$ cat src/rtl/dat_xfer_ctrl.sv
// rtl/dat_xfer_ctrl.sv - DAT-line word transfer sequencer for the SD host data path
module dat_xfer_ctrl #(
    parameter int BLOCK_WORDS_W = 10,
    parameter int BLOCK_CNT_W   = 16,
    parameter int TIMEOUT       = 1024,
    parameter int GAP_CYCLES    = 8
) (
    input  logic                     clk,
    input  logic                     reset,
    input  logic                     start,
    input  logic                     abort,
    input  logic                     direction,
    input  logic                     width_4bit,
    input  logic                     multi_block,
    input  logic [BLOCK_WORDS_W-1:0] block_words,
    input  logic [BLOCK_CNT_W-1:0]   block_count,
    input  logic                     card_start,
    input  logic                     fifo_empty,
    input  logic                     fifo_full,
    input  logic                     ack_card,
    input  logic                     ack_buff,
    output logic                     trans_enable,
    output logic                     mode_o,
    output logic                     dir_o,
    output logic                     fifo_rd,
    output logic                     fifo_wr,
    output logic [BLOCK_CNT_W-1:0]   blocks_done,
    output logic                     busy,
    output logic                     done,
    output logic                     timeout_err
);

    localparam logic [2:0] S_IDLE = 3'd0;
    localparam logic [2:0] S_WAIT = 3'd1;
    localparam logic [2:0] S_XFER = 3'd2;
    localparam logic [2:0] S_WORD = 3'd3;
    localparam logic [2:0] S_GAP  = 3'd4;
    localparam logic [2:0] S_DONE = 3'd5;

    localparam int TO_W  = $clog2(TIMEOUT + 1);
    localparam int GAP_W = $clog2(GAP_CYCLES + 1);

    logic [2:0]               state;
    logic [BLOCK_WORDS_W-1:0] word_cnt;
    logic [BLOCK_WORDS_W-1:0] last_word;   // effective block_words minus one
    logic [BLOCK_CNT_W-1:0]   blk_total;   // effective block count
    logic [TO_W-1:0]          to_cnt;
    logic [GAP_W-1:0]         gap_cnt;
    logic                     ack_sel;
    logic                     aborting;

    assign ack_sel  = dir_o ? ack_buff : ack_card;
    assign aborting = abort && (state != S_IDLE);

    // Strobes are decoded from state so an asynchronous reset drops them at once;
    // abort suppresses any strobe in the cycle it is seen.
    assign trans_enable = (state == S_XFER);
    assign busy         = (state != S_IDLE);
    assign done         = (state == S_DONE) && !abort;
    assign fifo_rd      = (state == S_WAIT) && !dir_o && !fifo_empty && !abort;
    assign fifo_wr      = (state == S_WORD) && dir_o && !fifo_full && !abort;

    always_ff @(posedge clk or posedge reset) begin
        if (reset) begin
            state       <= S_IDLE;
            word_cnt    <= '0;
            last_word   <= '0;
            blk_total   <= '0;
            to_cnt      <= '0;
            gap_cnt     <= '0;
            mode_o      <= 1'b0;
            dir_o       <= 1'b0;
            blocks_done <= '0;
            timeout_err <= 1'b0;
        end else if (aborting) begin
            // blocks_done is deliberately left as-is so software can see progress.
            state    <= S_IDLE;
            word_cnt <= '0;
            to_cnt   <= '0;
            gap_cnt  <= '0;
        end else begin
            case (state)
                S_IDLE: begin
                    if (start) begin
                        mode_o      <= width_4bit;
                        dir_o       <= direction;
                        last_word   <= (block_words == '0) ? '0 : block_words - BLOCK_WORDS_W'(1);
                        blk_total   <= (!multi_block || block_count == '0) ? BLOCK_CNT_W'(1) : block_count;
                        word_cnt    <= '0;
                        blocks_done <= '0;
                        timeout_err <= 1'b0;
                        to_cnt      <= '0;
                        state       <= S_WAIT;
                    end
                end
                S_WAIT: begin
                    if (!dir_o) begin
                        if (!fifo_empty) state <= S_XFER;
                    end else if (word_cnt != '0) begin
                        // Start bit only precedes the first word of a block.
                        state <= S_XFER;
                    end else if (card_start) begin
                        to_cnt <= '0;
                        state  <= S_XFER;
                    end else if (to_cnt == TO_W'(TIMEOUT - 1)) begin
                        to_cnt      <= '0;
                        timeout_err <= 1'b1;
                        state       <= S_IDLE;
                    end else begin
                        to_cnt <= to_cnt + TO_W'(1);
                    end
                end
                S_XFER: begin
                    if (ack_sel) state <= S_WORD;
                end
                S_WORD: begin
                    if (!(dir_o && fifo_full)) begin
                        if (word_cnt == last_word) begin
                            word_cnt    <= '0;
                            blocks_done <= blocks_done + BLOCK_CNT_W'(1);
                            gap_cnt     <= '0;
                            state       <= S_GAP;
                        end else begin
                            word_cnt <= word_cnt + BLOCK_WORDS_W'(1);
                            state    <= S_WAIT;
                        end
                    end
                end
                S_GAP: begin
                    if (gap_cnt == GAP_W'(GAP_CYCLES - 1)) begin
                        gap_cnt <= '0;
                        state   <= (blocks_done == blk_total) ? S_DONE : S_WAIT;
                    end else begin
                        gap_cnt <= gap_cnt + GAP_W'(1);
                    end
                end
                S_DONE: begin
                    state <= S_IDLE;
                end
                default: begin
                    state <= S_IDLE;
                end
            endcase
        end
    end

endmodule
$ cat config.mk
export PLATFORM = sky130hd
export DESIGN_NAME = dat_xfer_ctrl
export DESIGN_NICKNAME = d
export VERILOG_FILES = /design/src/rtl/dat_xfer_ctrl.sv
export SDC_FILE = /design/constraint.sdc
export NUM_CORES = 1
export LEC_CHECK = 0
export ABC_AREA = 1
export CORE_MARGIN = 2
export CORE_UTILIZATION = 50
export CTS_BUF_LIST = sky130_fd_sc_hd__clkbuf_16
export CTS_CLUSTER_SIZE = 40
export DETAILED_ROUTE_END_ITERATION = 16
export MAX_ROUTING_LAYER = met4
export PLACE_DENSITY = 0.81
export SLEW_MARGIN = 40
export SYNTH_ARGS = -nofsm -noshare
export SYNTH_HDL_FRONTEND = slang
export SYNTH_SLANG_ARGS = --single-unit
$ cat constraint.sdc
create_clock -name clk -period 3.45 [get_ports clk]
set_clock_uncertainty 0.2 [all_clocks]
set_input_delay 0.8625 -clock clk [delete_from_list [all_inputs] [get_ports clk]]
set_output_delay 0.8625 -clock clk [all_outputs]
set_load 0.02 [all_outputs]
# After elaboration in Yosys (flattened, before gate mapping)

Cells that the tools add are included.

Reductions and logical operators: 32
$add $sub $neg: 5
Bitwise logic cells: 1
Multiplexer cells: 43
Equality and inequality tests: 25

Operators with widths:

| cell                                                                 | count |
|---|---|
| 11-bit 2-to-1 mux                                                    | 6 |
| 16-bit 2-to-1 mux                                                    | 4 |
| 10-bit 2-to-1 mux                                                    | 5 |
| 3-bit 2-to-1 mux                                                     | 12 |
| 16-bit case mux with 2 select lines                                  | 1 |
| 11-bit case mux with 2 select lines                                  | 1 |
| 10-bit case mux with 2 select lines                                  | 1 |
| 16-bit by 1-bit adder with 16-bit output, second input constant      | 1 |
| 16-bit == test                                                       | 1 |
| 16-bit logical NOT                                                   | 1 |
| 4-bit 2-to-1 mux                                                     | 4 |
| 3-bit inequality test, second input constant                         | 5 |
| 3-bit case mux with 5 select lines                                   | 1 |
| 3-bit nonzero test                                                   | 4 |
| 11-bit by 1-bit adder with 11-bit output, second input constant      | 1 |
| 11-bit by 10-bit == test with 1-bit output, second input constant    | 1 |
| 10-bit by 1-bit adder with 10-bit output, second input constant      | 1 |
| 10-bit == test                                                       | 1 |
| 10-bit logical NOT                                                   | 1 |
| 2-bit inequality test, second input constant                         | 5 |
| 10-bit nonzero test                                                  | 1 |
| 10-bit by 1-bit subtractor with 10-bit output, second input constant | 1 |
| 1-bit logical AND                                                    | 9 |
| 3-bit AND reduction                                                  | 3 |
| other kinds (22)                                                     | 35 |

Register bits after elaboration: 73
Logic and storage cells: 116
Bits of input ports: 38

# Depth between registers and ports, before layout

Gate-level depths: netlist (run 1).

Word-level depth: 7
Mapped depth: 11
Mapped depth without buffers: 11

# Worst setup path before layout (run 1)

No wires, ideal clock.

Kind: flip-flop to output port
Start: reg state[2]
End: out fifo_wr
Path buffers: 2
Arrival time: 1670 ps
Cell stages (with the launch flop): 6
Slack: 717 ps
Cell sequence: dfrtp_1 inv_1 nand3_2 buf_2 buf_1 nor4_1

Word-level cells in the longest chain between the ends: 4

RTL lines:

| item                                     | line | RTL |
|---|---|---|
| start: declaration                       | 43   | `logic [2:0] state;` |
| start signal: assignment                 | 132  | `state <= (blocks_done == blk_total) ? S_DONE : S_WAIT;` |
| 3-bit by 2-bit == test with 1-bit output | 61   | `assign fifo_wr = (state == S_WORD) && dir_o && !fifo_full && !abort;` |
| 1-bit logical AND (3 in a row)           | 61   |  |
| end: declaration                         | 26   | `output logic fifo_wr,` |

No other way between the ends.

# Worst setup path after layout (run 1)

Start: in abort
End: out fifo_rd

Word-level cells in the longest chain between the ends: 2

RTL lines:

| item               | line | RTL |
|---|---|---|
| start: declaration | 11   | `input logic abort,` |
| 1-bit logical NOT  | 60   | `assign fifo_rd = (state == S_WAIT) && !dir_o && !fifo_empty && !abort;` |
| 1-bit logical AND  | 60   |  |
| end: declaration   | 25   | `output logic fifo_rd,` |

No other way between the ends.

==> results.txt, run 1 <==
The run finished with clean final reports. The chip width was 101.3 um; the shortest period the worst path allows was 3.362 ns. In this run the number of H-tree levels came out at 3. Initial antenna violation count: 0.

For the total standard cell area after synthesis, the log shows 4735 um^2. Highest clock frequency the design can meet: 297.4 MHz. The tools report the kind of end point of the critical path as an output pin. After synthesis, the cell types taking the most area are dfrtp_1 39%, nand2_1 16%, nor2_1 7.1%, nand3_1 6.7%, xor2_1 6.1%. For this run, the number of Yosys warnings is 0. The DRC violation count after routing is 0, and the vertical die dimension is 101.3 um.

In this run the power spent charging and discharging nets is 1363 uW. The detailed-route vias per instance is 5.456, and the antenna violation net count after detailed routing is 0. The number of different library cells used by synthesis comes to 37. The congestion estimate from routability-driven global placement came to 0.9385. The tools report the number of global-route vias before repair as 4,452.

The number of antenna diodes in the final layout is 0. Sequential elements use 38.58% of the synthesized area. After routing, the total negative slack on setup checks comes to 0 ns.

Counting every net in the synthesized netlist gives 718. The run gives 9 as the number of CTS-inserted buffers. The total overflow left after global routing is 0. Clock-pin slew was measured on the worst setup and hold paths at 0.06 ns. The most used flip-flop cell after synthesis is dfrtp_1.

Before antenna repair, the detailed router went through 5 iterations. The average wire per cell in the routed design is 13.73 um. Portion of total power attributed to combinational logic: 37.6%. Sorting the synthesized cells by how often they occur yields 205 x nand2_1, 90 x nor2_1, 73 x dfrtp_1.

The number of instances in the synthesized netlist was 674. At the worst endpoint, the required time is 2.39 ns. The number of fillers in the final layout is 781.

For this block, the initial DRC count from the detailed router was 216. Post-CTS repair changed the size of 0 cells. The synthesized design contains 73 register bits. The worst setup path is launched from an input pin.

The first global-routing pass estimated 19,930 um of wire. Relative to the synthesized area, the layout overhead comes to 21.46%. After global routing, the most crowded layer is met2. The number of failing hold endpoints at the final stage came out at 0. The number of buffers between clock root and the deepest sink came out at 2.

Along the worst path, the maximum fanout reaches 4. Kind of path behind the tightest hold check: register to register. The number of enable flip-flop cells after synthesis was 0; the proportion of layout cells with a drive suffix above 1 was 7.432%. For this block, the routed nets add up to 11,680 um of wire. Global routing consumed, on the met2 layer, 40.04% of the routing resources.

The count of buffers added on input and output ports is 61. In this run the static leakage power is 0.002752 uW. The logs give 10,260 um^2 for the area of the die and 70.16% for the relative max-transition margin. The count of standard-cell rows was 35; the global-route usage over all layers was 24.94%. The post-route clock period utilization works out to 97.46%. The fraction of synthesized cell area taken by the top area cell type works out to 38.58%. The root buffer cell chosen for the clock tree is clkbuf_16. Global routing consumed, on the met1 layer, 31.33% of the routing resources. The run gives 35.4% as the sequential group share of total power.

Setup repair after global routing left no endpoint under its margin. Each instance of the synthesized netlist takes up on average 7.025 um^2. The switching portion of total power is 39.67%, and the post-layout total power is 3436 uW. For this configuration, the core starts out at a cell density of 51.48%. The slew at the pin closest to its max-slew limit is 0.4466 ns, and the data arrival time of the critical path is 2.30 ns.

Of all flip-flops after synthesis, the portion carrying an async set or reset was 100.0%. For this block, the via count after detailed routing is 4,643. The tools report the count of pins over their slew limit as 0.

The logs give 27.0% for the part of the total power dissipated in the clock network and 0.01535 ns for the setup slack at placement. Global routing usage on met3: 4.693%. In this run the post-CTS setup repair buffer count came out at 0.

The count of pins on the block boundary was 62; the max-cap violation count was 0. Later-pin clock latency in the skew report: 0.33 ns. The largest total area in the synthesized netlist belongs to dfrtp_1. Placeable core area: 9196 um^2.

The logs give 0.08754 ns for the final critical-path setup slack and 0 for the final count of negative-setup-slack endpoints. The setup path with the least slack is of type input pin to output pin. The total power per unit cell area is 597.5 nW/um^2, and the final layout net count is 779.

In the post-synthesis netlist, the cell with the most instances is nand2_1. The run gives 2073 uW as the internal portion of total power. The maximum number of pins on one net before global-route repair came out at 74. The tools report the worst voltage drop across the vdd grid as 0.3119 mV.

TritonCTS built the clock tree. For the hold-fix buffer count after cts, the log shows 0. The run gives 8468 um as the half-perimeter wire length after detailed placement.

The clock net in this run drives a total of 73 sinks.
==> layout make-up <==
type	instances	area [um^2]	area share, %
clock buffers	9	225.2	3.916
clock inverters	7	71.32	1.240
inverters	69	259.0	4.504
repair buffers	69	688.2	11.97
well taps	111	138.9	2.415
flip-flops and latches	73	1827	31.77
multi-input cells	513	2541	44.19
==> stage by stage <==
step / hold slack [ns] / area, um^2 / utilization [%] / cells
5_1_grt: 0.3241 / 5751 / 62.53 / 851
3_3_place_gp: 0.2573 / 5449 / 59.25 / 835
4_1_cts: 0.2868 / 5746 / 62.48 / 851
3_5_place_dp: 0.2686 / 5449 / 59.25 / 835
6_report: 0.2817 / 5751 / 62.53 / 851
2_1_floorplan: 0.2682 / 4735 / - / 674
==> cell families after synthesis <==
| kind of cell | after synthesis | share of synthesized area (%) |
|---|---|---|
| AOI/OAI and AO/OA | 53 | 6.184 |
| xor gates and xnor gates | 37 | 6.845 |
| and+or+nand+nor | 417 | 39.06 |
| buffers and inverters | 88 | 7.743 |
| adders and majority gates | 6 | 1.586 |
| DFF | 73 | 38.58 |
==> state kept, by name, summed over array words and instances, names as in the netlist <==
| signal | flops |
|---|---|
| blk_total | 16 |
| blocks_done | 16 |
| to_cnt | 11 |
| last_word | 10 |
| word_cnt | 10 |
| gap_cnt | 4 |
| state | 3 |
| dir_o | 1 |
| mode_o | 1 |
| timeout_err | 1 |
==> critical path, cell delays in order <==
cell and delay [ns]:
clkdlybuf4s50_1 0.52, nor2_4 0.16, nand2_2 0.06, nor2_1 0.09, clkdlybuf4s50_1 0.61
==> metal layers <==
layer  part of all wire [%]  wire [um]  up-vias
met5                      0          0        -
met1                     43       4964     2174
met2                     49       5757      168
met4                    1.8        212        0
li1                       -          -     2280
met3                    6.4        747       21
==> power by group through the flow <==
stage | Clock [uW] | Sequential, uW | Combinational, uW
finish | 927 | 1220 | 1290
global route | 980 | 1240 | 1450
CTS | 937 | 1210 | 1290
detailed placement | 0 | 1230 | 1280
global placement | 0 | 1220 | 1230
floorplan | 0 | 1220 | 949
==> cells in the final DEF (no fill, tap or decap), types with 2 or more instances in the layout <==
cell type        count
nor3_1              16
nand2_2              4
nand3b_1             4
xor2_1              33
clkdlybuf4s50_1     59
dfrtp_1             73
dlymetal6s2s_1       2
inv_2               12
ha_1                 6
nor3b_1              3
nor2_4               3
inv_1               58
clkbuf_16            9
buf_4                7
nand3_4              2
o21ai_0             27
nand3_1             63
and2_1               2
nor4_1               3
nand2_1            205
nand3_2              3
xnor2_1              4
a21oi_1              5
clkinvlp_4           2
nor2_2               4
o21ai_1              7
nor2_1              90
o22ai_1             10
nand4_1             11
==> path summary, 6_finish.rpt <==
| kind | end | cells after the start | slack, ns | start |
|---|---|---|---|---|
| setup / recovery | fifo_rd | 5 | 0.09 | abort |
| hold / removal | mode_o | 2 | 0.28 | mode_o |
| max in group asynchronous | blocks_done[3] | 3 | 2.00 | reset |
| setup reg to reg | word_cnt[6] | 10 | 1.35 | state[2] |
| min in group asynchronous | blk_total[14] | 3 | 0.73 | reset |
| hold reg to reg | mode_o | 2 | 0.28 | mode_o |
Note: power is estimated with default switching activity, not from simulation.
==> run 2: changes to the inputs <==
Settings changed: PLACE_DENSITY 0.81 to 0.82.
==> results.txt, run 2 (same netlist as run 1, synthesis figures left out) <==
The post-route clock period utilization is 98.75% (was 97.46%). The final count of negative-setup-slack endpoints was 0 (unchanged). The total vias in the final route came out at 4,582 (was 4,643). Critical path start-end classification: input pin to output pin (unchanged). The maximum number of pins on one net before global-route repair is 74 (unchanged).

The kind of start point of the critical path is an input pin (unchanged). The run gives 3 (unchanged) as the number of levels the H-tree was split into. Commonest non-fill, non-tap cells in the layout: 205 x nand2_1, 90 x nor2_1, 73 x dfrtp_1 (unchanged).

The overall overflow remaining after global route was 0 (unchanged); the weighted congestion reported at the end of routability-driven placement was 0.9408 (was 0.9385). The initial antenna violation count was 0 (unchanged); the slew at the pin closest to its max-slew limit was 0.4256 ns (was 0.4466 ns). The number of clock sinks came out at 73 (unchanged). Count of pins on the block boundary: 62 (unchanged). Average wire per cell in the routed design: 13.51 um (was 13.73 um). For the final layout net count, the log shows 779 (unchanged). For the initial cell density of the core, the log shows 51.48% (unchanged). The tools report the number of failing hold endpoints at the final stage as 0 (unchanged). The run gives 0 (unchanged) as the DRC violation count after routing. The clock root buffer was clkbuf_16 (unchanged).

Setup repair after global routing left no endpoint under its margin. For the antenna violation net count after detailed routing, the log shows 0 (unchanged). For the hold-fix buffer count after cts, the log shows 0 (unchanged). The number of CTS-inserted buffers is 9 (unchanged). The worst voltage drop across the vdd grid came out at 0.3903 mV (was 0.3119 mV). The largest fanout of any net on the critical path came out at 4 (unchanged). The tools report the source of the critical timing path as abort (unchanged). Total power per unit cell area: 605.3 nW/um^2 (was 597.5 nW/um^2). The clock slew at the register clock pins of the worst setup and hold paths came out at 0.06 ns (about the same). The run finished with clean final reports. The run gives 9196 um^2 (unchanged) as the placeable core area. Biggest regs: blk_total (16), blocks_done (16), to_cnt (11) (unchanged). The relative max-transition margin was 71.56% (was 70.16%). The count of pins over their slew limit came out at 0 (unchanged).

The kind of path behind the tightest hold check is register to register (unchanged). Reg-to-reg critical path startpoint: to_cnt[0] (was state[2]). Kind of end point of the critical path: an output pin (unchanged). The run gives 799 (was 781) as the number of fillers in the final layout. The max-cap violation count was 0 (unchanged). The tools report the final critical-path setup slack as 0.04317 ns (was 0.08754 ns). The shortest period the worst path allows is 3.407 ns (was 3.362 ns), and the later-pin clock latency in the skew report is 0.34 ns (was 0.33 ns). Data arrival time of the critical path: 2.34 ns (was 2.30 ns). The area of the die is 10,260 um^2 (unchanged), and the proportion of layout cells with a drive suffix above 1 is 7.568% (was 7.432%). For the wire length of the first global-routing pass, the log shows 19,580 um (was 19,930 um).

The number of buffers between clock root and the deepest sink is 2 (unchanged), and the highest clock frequency the design can meet is 293.5 MHz (was 297.4 MHz). The run gives 24.57% (was 24.94%) as the global-route usage over all layers. The antenna diode instance count is 0 (unchanged). The source of the worst hold timing path was mode_o (unchanged). The most common cell after layout, fill and taps aside is nand2_1 (unchanged).

The half-perimeter wire length after detailed placement is 8471 um (was 8468 um), and the signed area change from the synthesized netlist to the final layout is 21.86% (was 21.46%). The run gives 0.02823 ns (was 0.01535 ns) as the setup slack at placement. The tools report the reported leakage power as 0.002750 uW (was 0.002752 uW). The chip width was 101.3 um (unchanged); the total length of routed wires was 11,500 um (was 11,680 um). Number of port buffers: 61 (unchanged). The vertical die dimension is 101.3 um (unchanged). For the endpoint required time on the critical path, the log shows 2.39 ns (about the same). For the first-pass iteration count of the detailed router, the log shows 5 (unchanged). The number of violations reported at the end of detailed-routing iteration 0 is 206 (was 216), and the detailed-route vias per instance is 5.384 (was 5.456). The run gives 4,303 (was 4,452) as the number of global-route vias before repair. TritonCTS built the clock tree. The count of standard-cell rows is 35 (unchanged). The run gives 0 ns (unchanged) as the accumulated negative setup slack.
[run 2: what timing repair did]
item / 4_1_cts / 5_1_grt
resized for setup: 0 / 1
endpoints found under the setup margin: 0 / 1
setup buffers: 0 / 0
[run 2: per-layer routing]
metal	vias to the layer above	routed length, um	GRT usage [%]
li1	2282	-	-
met1	2127	4982	30.74
met2	152	5665	40.09
met3	21	617	3.865
met4	0	235	9.459
met5	-	0	-
[run 2: cell type report]
class	count	area (um^2)	area share (%)
Sequential cell	73	1827	31.66
Multi-Input combinational cell	513	2541	44.05
Inverter	69	259.0	4.489
Clock inverter	7	92.59	1.605
Clock buffer	9	225.2	3.904
Tap cell	111	138.9	2.407
Timing Repair Buffer	69	685.7	11.88
[run 2: path summary, 6_finish.rpt]
kind	cells after the start	slack, ns	to
worst max-delay path	3	0.04	fifo_wr
worst min-delay path	2	0.28	mode_o
worst max register to register	9	1.26	to_cnt[0]
worst min register to register	2	0.28	mode_o
max in group asynchronous	3	2.02	blocks_done[1]
min in group asynchronous	3	0.72	blk_total[14]
[run 2: critical path: stages]
cell	delay [ns]
clkdlybuf4s50_1	0.53
nor4_1	0.30
clkdlybuf4s50_1	0.65
[run 2: power breakdown]
group	switching (uW)	internal, uW	leakage, uW
clock	370	633	0.000160
sequential	165	1050	0.000977
combinational	811	463	0.00161
[run 2: per-stage QoR]
stage	instances	hold WS [ns]	area, um^2	utilization (%)	power (uW)
6_report	851	0.2826	5769	62.73	3492
5_1_grt	851	0.3339	5769	62.73	3736
4_1_cts	851	0.2906	5767	62.71	3497
3_5_place_dp	835	0.2699	5449	59.25	2495
3_3_place_gp	835	0.2583	5449	59.25	2448
2_1_floorplan	674	0.2682	4735	-	2164
==> run 3: changes to the inputs <==
Settings changed: RECOVER_POWER from default to 25.
==> results.txt, run 3 (same netlist as run 1, synthesis figures left out) <==
The tools report the area of the die as 10,260 um^2 (unchanged). The clock root buffer is clkbuf_16 (unchanged). The detailed-route vias per instance was 5.404 (was 5.384). The stage delay of the slowest cell on the critical path came out at 0.65 ns (about the same). The clock slew at the register clock pins of the worst setup and hold paths came out at 0.06 ns (about the same). The proportion of layout cells with a drive suffix above 1 came out at 7.432% (was 7.568%). Biggest regs: blk_total (16), blocks_done (16), to_cnt (11) (unchanged). The final layout net count is 779 (unchanged), and the initial antenna violation count is 0 (unchanged).

The number of levels the H-tree was split into came out at 3 (unchanged). The final reports fail on capacitance limit, slew limit. Commonest non-fill, non-tap cells in the layout: 205 x nand2_1, 90 x nor2_1, 73 x dfrtp_1 (unchanged). Overall overflow remaining after global route: 0 (unchanged).

The hold-fix buffer count after cts is 0 (unchanged). The tools report the final count of negative-setup-slack endpoints as 0 (unchanged). The DRC violation count after routing was 0 (unchanged).

Number of failing hold endpoints at the final stage: 0 (unchanged). The cell seen most often among critical-path stages was clkdlybuf4s50_1 (unchanged). The tools report the minimum setup slack among reg-to-reg paths as 1.26 ns (about the same). Setup repair after global routing left no endpoint under its margin. The post-route clock period utilization was 98.76% (was 98.75%); the part of the total power dissipated in the clock network was 28.7% (about the same). Sequential group share of total power: 34.8% (about the same).

The family with the most delay on the worst path is buffers and inverters (unchanged). The tools report the data arrival time of the critical path as 2.34 ns (about the same). The tools report the reported leakage power as 0.002742 uW (was 0.002750 uW). The kind of path behind the tightest hold check is register to register (unchanged). The tools report the number of fillers in the final layout as 801 (was 799). The run gives 9196 um^2 (unchanged) as the placeable core area. The largest fanout of any net on the critical path was 4 (unchanged); the wire length of the first global-routing pass was 19,580 um (unchanged). The number of port buffers was 61 (unchanged); the number of buffers between clock root and the deepest sink was 2 (unchanged).

The total vias in the final route is 4,599 (was 4,582), and the total setup buffers inserted after CTS is 0 (unchanged). The fraction of the core area covered by cells at the end of the flow is 62.57% (was 62.73%), and the final worst hold slack is 0.2827 ns (was 0.2826 ns). The total length of routed wires is 11,530 um (was 11,500 um), and the maximum number of pins on one net before global-route repair is 74 (unchanged).

The destination of the worst hold path is mode_o (unchanged). The first-pass iteration count of the detailed router came out at 5 (unchanged). The shortest period the worst path allows works out to 3.407 ns (about the same). The count of pins over their slew limit was 74 (was 0); the relative max-transition margin was -18.23% (was 71.56%).

The accumulated negative setup slack is 0 ns (unchanged). The endpoint required time on the critical path is 2.39 ns (about the same). The later-pin clock latency in the skew report is 0.34 ns (about the same), and the number of CTS-inserted buffers is 9 (unchanged). The tools report the kind of end point of the critical path as an output pin (unchanged). The buffers plus inverters on the worst setup path came out at 2 (unchanged).

Switching portion of total power: 38.57% (was 38.53%). Depth of the worst hold-timing path: 2 (unchanged). The slew at the pin closest to its max-slew limit is 1.773 ns (was 0.4256 ns). The highest clock frequency the design can meet was 293.5 MHz (about the same).

The global-route usage over all layers is 24.57% (unchanged). The number of global-route vias before repair came out at 4,303 (unchanged). The run gives 0.9408 (unchanged) as the weighted congestion reported at the end of routability-driven placement.

The max-cap violation count was 1 (was 0). The tools report the source of the worst hold timing path as mode_o (unchanged). The run gives 36.5% (about the same) as the portion of total power attributed to combinational logic.

The antenna violation net count after detailed routing was 0 (unchanged). Cell area reported after detailed placement: 5449 um^2 (unchanged). The most common cell after layout, fill and taps aside is nand2_1 (unchanged). The worst-path cell with the longest stage delay was clkdlybuf4s50_1 (unchanged). The total power per unit cell area is 606.6 nW/um^2 (was 605.3 nW/um^2), and the antenna diode instance count is 0 (unchanged). The tools report the kind of start point of the critical path as an input pin (unchanged). The signed area change from the synthesized netlist to the final layout works out to 21.54% (was 21.86%). The run gives 0.3867 mV (was 0.3903 mV) as the worst voltage drop across the vdd grid.

The number of violations reported at the end of detailed-routing iteration 0 was 204 (was 206); the count of cells along the worst register-to-register path was 9 (unchanged). The chip width was 101.3 um (unchanged). Initial cell density of the core: 51.48% (unchanged). The final standard cell area without fillers was 5754 um^2 (was 5769 um^2); the vertical die dimension was 101.3 um (unchanged). The critical path start-end classification is input pin to output pin (unchanged). End of the worst register-to-register path: to_cnt[0] (unchanged). The run finished, with violations left.

The half-perimeter wire length after detailed placement was 8471 um (unchanged); the internal portion of total power was 2144 uW (was 2147 uW). The run gives 35 (unchanged) as the count of standard-cell rows. The reg-to-reg critical path startpoint was to_cnt[0] (unchanged). For the number of clock sinks, the log shows 73 (unchanged). The number of gates resized after CTS was 0 (unchanged); the switching component of the power was 1346 uW (was 1345 uW).

Average wire per cell in the routed design: 13.55 um (was 13.51 um). TritonCTS built the clock tree. The tools report the count of pins on the block boundary as 62 (unchanged).

List of cells traversed by the critical path: clkdlybuf4s50_1 -> nor4_1 -> clkdlybuf4s50_1 (unchanged).
==> run 3: cell count changes in the layout (fill, tap and decap cells not counted), sizes merged <==
| cell | before | now |
|---|---|---|
| buf | 8 | 7 |
| clkbuf | 9 | 10 |
| clkdlybuf4s50 | 60 | 59 |
| clkinv | 4 | 5 |
| dlygate4sd3 | 0 | 1 |
| inv | 70 | 69 |
==> run 3: area by class of cell <==
| type | count | area (um^2) | share of cell area (%) |
|---|---|---|---|
| multi-input combinational | 513 | 2541 | 44.16 |
| sequential | 73 | 1827 | 31.75 |
| tap | 111 | 138.9 | 2.414 |
| inverter | 69 | 259.0 | 4.501 |
| clock inverter | 7 | 92.59 | 1.609 |
| timing repair buffer | 69 | 670.6 | 11.65 |
| clock buffer | 9 | 225.2 | 3.914 |
==> run 3: stage by stage <==
step | setup slack (ns) | cells | power [uW]
detailed placement | 0.02823 | 835 | 2495
global placement | 0.04506 | 835 | 2448
global route | 0.0003941 | 851 | 3733
floorplan | 0.5342 | 674 | 2164
CTS | 0.03146 | 851 | 3497
finish | 0.04288 | 851 | 3491
==> run 3: metal layers <==
layer | vias up | wire [um] | track usage [%]
met5 | - | 0 | -
met4 | 0 | 212 | 9.459
met3 | 23 | 618 | 3.865
met2 | 152 | 5691 | 40.09
met1 | 2139 | 5007 | 30.74
li1 | 2285 | - | -
==> run 3: how the worst max path moves through the flow <==
stage / startpoint / endpoint / slack [ns] / cells after the start
global placement: abort / done / 0.05 / 5
detailed placement: abort / fifo_wr / 0.03 / 3
finish: abort / fifo_wr / 0.04 / 3
global route: abort / fifo_wr / 0.0004 / 3
floorplan: reset / blk_total[0] / 0.53 / 1
CTS: abort / fifo_wr / 0.03 / 3
==> run 3: tightest hold or removal path: cells and delay by family, from the launching register on <==
family	cells	cell delay (ns)
and+or+nand+nor	2	0.11
DFF	1	0.35
==> run 3: power groups by stage <==
stage | Sequential (uW) | Clock [uW] | Combinational, uW
2_1_floorplan | 1220 | 0 | 949
3_3_place_gp | 1220 | 0 | 1230
3_5_place_dp | 1230 | 0 | 1270
4_1_cts | 1210 | 1010 | 1270
5_1_grt | 1240 | 1060 | 1430
6_report | 1220 | 1000 | 1270
